==> src/rtl/pipe_drain_fifo.sv <==
`default_nettype none
// ============================================================================
//  Module   : pipe_drain_fifo
//  Purpose  : Receive-side circular FIFO at the output of a non-stallable,
//             fixed-latency FHE datapath pipeline. Every valid beat from the
//             pipeline is captured and presented downstream over valid/ready.
//             A credit counter bounds (in-flight + stored) beats to DEPTH so
//             the FIFO can never be overrun by a well-behaved issuer.
//  Options  : define PIPE_DRAIN_FIFO_ERR_EN to enable the sticky protocol
//             error flag (overflow push / issue without credit). Without
//             it, err is tied low and no checking logic is built.
//  Revision : 1.0  initial release
// ============================================================================
module pipe_drain_fifo #(
    parameter int DATA_SIZE = 64,                  // FHE field size (FSIZE)
    parameter int DEPTH     = 8,                   // entries, >= 2, any value
    parameter int CW        = $clog2(DEPTH + 1)    // count / credit width
) (
    input  logic                 clk,
    input  logic                 rst,
    input  logic                 issue_valid,
    output logic                 issue_ready,
    input  logic                 in_valid,
    input  logic [DATA_SIZE-1:0] in_data,
    output logic                 out_valid,
    output logic [DATA_SIZE-1:0] out_data,
    input  logic                 out_ready,
    output logic [CW-1:0]        count,
    output logic [CW-1:0]        credits,
    output logic                 err
);

    // Pointer width covers indices 0..DEPTH-1; DEPTH need not be a power of
    // two, so pointers wrap explicitly at LAST_IDX.
    localparam int            PW       = (DEPTH > 1) ? $clog2(DEPTH) : 1;
    localparam logic [PW-1:0] LAST_IDX = PW'(DEPTH - 1);
    localparam logic [CW-1:0] FULL_LVL = CW'(DEPTH);

    logic [DATA_SIZE-1:0] mem [DEPTH];
    logic [PW-1:0]        wr_ptr;
    logic [PW-1:0]        rd_ptr;
    logic [CW-1:0]        fill_level;
    logic [CW-1:0]        credit_level;

    logic                 full;
    logic                 pop;
    logic                 push;
    logic                 issue;

    // Handshake decode. A push into a full FIFO is only accepted when the
    // head leaves in the same cycle; otherwise the beat is dropped.
    always_comb begin
        full  = (fill_level == FULL_LVL);
        pop   = (fill_level != '0) && out_ready;
        push  = in_valid && (!full || pop);
        issue = issue_valid && (credit_level != '0);
    end

    // Storage array; contents are intentionally left unreset.
    always_ff @(posedge clk) begin
        if (push) begin
            mem[wr_ptr] <= in_data;
        end
    end

    // Write pointer advances on every accepted push, wrapping at DEPTH-1.
    always_ff @(posedge clk or posedge rst) begin
        if (rst) begin
            wr_ptr <= '0;
        end else if (push) begin
            wr_ptr <= (wr_ptr == LAST_IDX) ? '0 : wr_ptr + 1'b1;
        end
    end

    // Read pointer advances on every pop, wrapping at DEPTH-1.
    always_ff @(posedge clk or posedge rst) begin
        if (rst) begin
            rd_ptr <= '0;
        end else if (pop) begin
            rd_ptr <= (rd_ptr == LAST_IDX) ? '0 : rd_ptr + 1'b1;
        end
    end

    // Occupancy: push and pop together leave it unchanged.
    always_ff @(posedge clk or posedge rst) begin
        if (rst) begin
            fill_level <= '0;
        end else begin
            case ({push, pop})
                2'b10:   fill_level <= fill_level + 1'b1;
                2'b01:   fill_level <= fill_level - 1'b1;
                default: fill_level <= fill_level;
            endcase
        end
    end

    // Credits: consumed by an issue, returned by a pop, saturating at DEPTH.
    // An issue is only possible with a non-zero balance, so no underflow.
    always_ff @(posedge clk or posedge rst) begin
        if (rst) begin
            credit_level <= FULL_LVL;
        end else begin
            case ({issue, pop})
                2'b10:   credit_level <= credit_level - 1'b1;
                2'b01:   credit_level <= (credit_level == FULL_LVL) ?
                                         credit_level : credit_level + 1'b1;
                default: credit_level <= credit_level;
            endcase
        end
    end

`ifdef PIPE_DRAIN_FIFO_ERR_EN
    logic err_flag;

    // Sticky error: overflow push without a pop, or an issue with no credit.
    always_ff @(posedge clk or posedge rst) begin
        if (rst) begin
            err_flag <= 1'b0;
        end else if ((in_valid && full && !pop) ||
                     (issue_valid && (credit_level == '0))) begin
            err_flag <= 1'b1;
        end
    end

    assign err = err_flag;
`else
    assign err = 1'b0;
`endif

    // Output drive: head read combinationally, credits gate the issuer.
    assign out_valid   = (fill_level != '0);
    assign out_data    = mem[rd_ptr];
    assign count       = fill_level;
    assign credits     = credit_level;
    assign issue_ready = (credit_level != '0);

endmodule
`default_nettype wire

==> config.mk <==
export PLATFORM = sky130hd
export DESIGN_NAME = pipe_drain_fifo
export DESIGN_NICKNAME = d
export VERILOG_FILES = /design/src/rtl/pipe_drain_fifo.sv
export SDC_FILE = /design/constraint.sdc
export NUM_CORES = 1
export LEC_CHECK = 0
export CORE_ASPECT_RATIO = 1.5
export CORE_UTILIZATION = 53
export CTS_CLUSTER_DIAMETER = 30
export CTS_CLUSTER_SIZE = 16
export DETAILED_ROUTE_END_ITERATION = 12
export PLACE_DENSITY = 0.76
export SLEW_MARGIN = 20
export SYNTH_ARGS = -nofsm -noshare
export SYNTH_HDL_FRONTEND = slang
export SYNTH_SLANG_ARGS = --single-unit
==> constraint.sdc <==
create_clock -name clk -period 7.22 [get_ports clk]
set_input_delay 0.722 -clock clk [delete_from_list [all_inputs] [get_ports clk]]
set_output_delay 0.722 -clock clk [all_outputs]
set_load 0.01 [all_outputs]
[After elaboration in Yosys (flattened, before gate mapping)]
Memory sizes are Yosys's and may differ from the RTL's.
Cells that the tools add are included.
Storage, ports and cells
  input bits: 69
  memory bits (writable): 512
  register bits: 14
  ROM bits: 0
  memories kept: 1
  output and inout port bits: 75
  bits in latches: 0
Memory list
  mem: depth 8, width 64, read ports 1, clocked after memory_dff 0, wr ports 1, line 39  | logic [DATA_SIZE-1:0] mem [DEPTH];
Cells by class
  bitwise logic cells: 0
  reductions and logical operators: 10
  magnitude comparators: 0
  equality and inequality tests: 9
  div/mod/pow operators: 0
  add/sub/neg operators: 6
  shifts and indexed selects: 0
  multipliers: 0
  mux-type cells: 7
Operators by type and width (number)
  4-bit one-hot mux with 2 select lines: 2
  4-bit by 1-bit adder with 4-bit output (second input constant): 2
  4-bit == test (second input constant): 2
  4-bit nonzero test: 2
  4-bit by 1-bit subtractor with 4-bit output (second input constant): 2
  3-bit by 1-bit adder with 3-bit output (second input constant): 2
  3-bit == test (second input constant): 2
  3-bit two-way mux: 2
  2-bit by 1-bit == test with 1-bit output (second input constant): 2
  2-bit == test (second input constant): 2
  4-bit two-way mux: 1
  2-bit nonzero test: 2
  1-bit logical AND: 3
  1-bit two-way mux: 2
  2-bit != test (second input constant): 1
  2-bit AND reduction: 1
  1-bit logical NOT: 1
  1-bit logical OR: 1

[Depth between registers and ports, before layout]
  word-level depth: 6
  mapped depth: 10
  depth with buffers taken out: 8

[Worst setup path before layout]
Ideal clock, no wire load.
  kind: input-to-reg
  start: in out_ready
  end: mem mem[0][0], enable pin
  data required time: 6577 ps
  path buffers: 0
  slack: -463 ps
  stages: 3
  arrival: 7039 ps
  path through: nand2b_1 -> o21ai_2 -> nor4_1
On the way
  word-level cells in the longest chain between the ends: 5
RTL lines
  start, declared: line 27  | input logic out_ready,
  1-bit logical AND: line 54  | pop = (fill_level != '0) && out_ready;
  1-bit logical OR: line 55  | push = in_valid && (!full || pop);
  1-bit logical AND: line 55
  1-bit two-way mux: line 61  | if (push) begin
  1-bit two-way mux (not written as such): line 62  | mem[wr_ptr] <= in_data;
  end, declared: line 39
Every way passes these cells.

[Worst setup path after layout]
  start: reg rd_ptr[1]
  end: out out_data[58]
On the way
  word-level cells in the longest chain between the ends: 1
RTL lines
  start, declared: line 41  | logic [PW-1:0] rd_ptr;
  start signal, assigned: line 80  | rd_ptr <= (rd_ptr == LAST_IDX) ? '0 : rd_ptr + 1'b1;
  memory read 8 x 64 bit
  end, declared: line 26  | output logic [DATA_SIZE-1:0] out_data,
Every way passes these cells.

==> run summary <==
buffers inserted by post-CTS timing repair: 0
via count of the first global-routing pass: 9860
highest achievable clock rate: 255.5 MHz
main flop type after synthesis: edfxtp_1
number of buffers created by CTS: 67
longest individual stage delay on the worst path: 0.75 ns
num ports: 144
Lkg Pwr: 7.876 nW
Hold Path Class: in -> async
Synth warnings: 0
Worst path slowest cell: buf_4
H-tree depth reported by CTS: 3
final number of max-transition violations: 0
Critical Path Sink Type: primary output
Mapped Area: 20230 um2
count of flip-flops with a built-in enable after synthesis: 512
unrepaired setup endpoints after global routing: no
number of filler instances in the final layout: 2450
#FFs+latches synth: 526
transition time of the tightest slew-check pin: 1.032 ns
effective utilization at floorplan: 0.5386
CORE AREA: 37550 um2
Die Footprint: 38970 um2
CTS clock-pin slew for the worst setup and hold paths: 0.06 ns
wire length of the first global-routing pass: 58780 um
final wirelength: 38910 um
Syn Area/Cell: 23.85 um2
series of cell instances along the critical path: buf_4 -> mux4_2 -> mux2_2 -> clkdlybuf4s50_1
capture point of the worst reg-to-reg path: mem[2][28]
number of core rows: 87
number of vias per cell: 5.826
Power Density: 419.4 nW/um2
root buffer cell: clkbuf_16
Critical R2R Launch: count[1]
worst-skew pair later-pin latency: 0.57 ns
Clock Path Buffers: 3
crit share post-route: 0.5422
Clock Sinks: 526
sequential cell area fraction in the yosys report: 0.7774
Post-Synthesis Net Count: 927
worst reg-to-reg path cell count: 4
initial DRC count: 754
fraction of synthesis flops using an asynchronous set or reset pin: 0.02662
kind of launch point of the worst setup path: flop
critical path start-end classification: reg -> out
setup total negative slack: 0 ns
cell count after synthesis: 848
cts hold-fix bufs: 0
residual overflow from global routing: 0
Critical Path Source: rd_ptr[1]
status: complete, no violations
Die Y-Extent: 241.3 um
Post-CTS Resized: 0
Setup crit end: out_data[58]
share of post-route cells with drive strength above 1: 0.3122
Netlist cell types: 43
TritonCTS clock tree: built
max-cap violation count: 0
post-route clock skew: 0.02907 ns
Worst Path Arrival: 3.19 ns
half-perimeter wire length after placement: 20090 um
growth of design area from synthesis to finish: 21.06%
worst relative slew slack: 0.3082
Initial DRT Pass Iterations: 4
worst hold slack across all endpoints: 0.5331 ns
antenna violations before repair: 1
total number of vias: 9182
Worst Path Max Fanout: 62
setup violation total in the final timing report: 0
overall global routing resource usage: 0.2081
Tmin final: 3.914 ns
final hold vios: 0
minimum setup slack among reg-to-reg paths: 4.11 ns
largest net degree at the start of global routing: 80
maximum vdd drop: 0.2779 mV
DRT antenna net count: 0
IO Port Bufs: 142
critical path data required time: 6.50 ns
Routed wire per std cell: 24.69 um
count of unresolved DRC violations after routing: 0
# nets final: 1113
routability congestion estimate from global placement: 0.7086
horizontal extent of the die: 161.5 um
## routing by layer
layer | track usage | up-vias | wire, um
li1 | - | 3986 | -
met5 | 0 | - | 0
met2 | 0.3706 | 228 | 21110
met4 | 0.07118 | 0 | 744
met3 | 0.03390 | 59 | 1617
met1 | 0.2600 | 4909 | 15430
## synth_stat cells (5+ instances only)
cell        n  area share
ha_1        8      0.0049
mux4_2    128        0.14
mux2_2     64       0.036
nor2_1      6      0.0011
nor3_1      7      0.0017
buf_6      11      0.0061
buf_2       6      0.0015
nand2b_1    5      0.0015
clkbuf_1   15      0.0028
nand2_1    17      0.0032
edfxtp_1  512        0.76
dfrtp_1    13       0.016
buf_1       6      0.0011
## sequential cells by signal, summed over array words and instances (netlist names)
name / cells
rd_ptr: 3
mem: 512
credits: 4
count: 4
wr_ptr: 3
## power by group
| part | switching, mW | internal [mW] | leakage (nW) | total (mW) |
|---|---|---|---|---|
| sequential | 0.196 | 3.80 | 4.81 | 4.00 |
| clock | 1.33 | 1.95 | 1.08 | 3.28 |
| combinational | 1.37 | 1.62 | 1.99 | 2.99 |
| total | 2.90 | 7.37 | 7.88 | 10.3 |
## cells in the final DEF, fill, tap and decap left out, types with 2 or more instances in the layout
| cell | n |
|---|---|
| xor2_1 | 2 |
| nor3_2 | 4 |
| buf_12 | 3 |
| bufinv_16 | 4 |
| buf_4 | 11 |
| o21ai_0 | 4 |
| nor2_1 | 3 |
| mux2i_1 | 3 |
| clkbuf_1 | 4 |
| mux2_2 | 64 |
| clkinv_8 | 4 |
| xnor2_1 | 4 |
| nand3_1 | 3 |
| nor3_1 | 3 |
| ha_1 | 8 |
| fa_1 | 2 |
| clkinv_2 | 4 |
| a21o_1 | 2 |
| clkinv_4 | 2 |
| nand2_1 | 17 |
| dfrtp_1 | 10 |
| clkbuf_16 | 69 |
| clkinvlp_4 | 9 |
| inv_1 | 4 |
| nand2b_1 | 5 |
| inv_8 | 5 |
| a21oi_1 | 3 |
| o211ai_1 | 2 |
| mux4_2 | 128 |
| edfxtp_1 | 512 |
| nor2_4 | 3 |
| clkinv_1 | 3 |
| inv_6 | 17 |
| dfrtp_4 | 3 |
| clkdlybuf4s50_1 | 142 |
## kinds of logic (layout without fill, tap and decap cells)
| group | count (synthesis) | count (layout) | share of synthesized area |
|---|---|---|---|
| xor+xnor | 6 | 6 | 0.002598 |
| fa+ha+maj | 10 | 10 | 0.006928 |
| buf+inv | 44 | 282 | 0.01299 |
| other cells | 1 | 2 | 0.0001854 |
| flops | 526 | 526 | 0.7774 |
| mux | 196 | 196 | 0.1804 |
| simple gates | 45 | 45 | 0.01052 |
| compound gates | 20 | 20 | 0.008969 |
## per-stage QoR
step	util	setup slack [ns]	power [mW]	cell area (um2)	cells
3_3_place_gp	0.5920	3.432	7.047	22230	1454
5_1_grt	0.6520	3.189	10.70	24490	1576
4_1_cts	0.6519	3.154	10.41	24480	1575
3_5_place_dp	0.5920	3.364	7.101	22230	1454
6_report	0.6520	3.306	10.27	24490	1576
2_1_floorplan	-	1.187	5.949	20230	848
## layout make-up
class	count	area, um2	area share
Inverter	4	15.01	0.0006132
Clock inverter	48	506.7	0.02069
Tap cell	489	611.8	0.02499
Multi-Input combinational cell	278	4297	0.1755
Sequential cell	526	15740	0.6427
Antenna cell	1	2.502	0.0001022
Timing Repair Buffer	157	1575	0.06433
Clock buffer	73	1742	0.07113
## worst max-delay path, delay by kind of cell, from the launching register on
family,cells,cell delay (ns)
DFF,1,0.59
muxes,2,0.71
buffers and inverters,2,1.28
## worst min-delay path by stage
stage | slack (ns) | to
6_report | 0.53 | count[0]
5_1_grt | 0.58 | rd_ptr[0]
4_1_cts | 0.53 | rd_ptr[0]
3_5_place_dp | 0.55 | credits[3]
3_3_place_gp | 0.51 | credits[3]
2_1_floorplan | 0.52 | credits[3]
(Power assumes the default switching activity.)
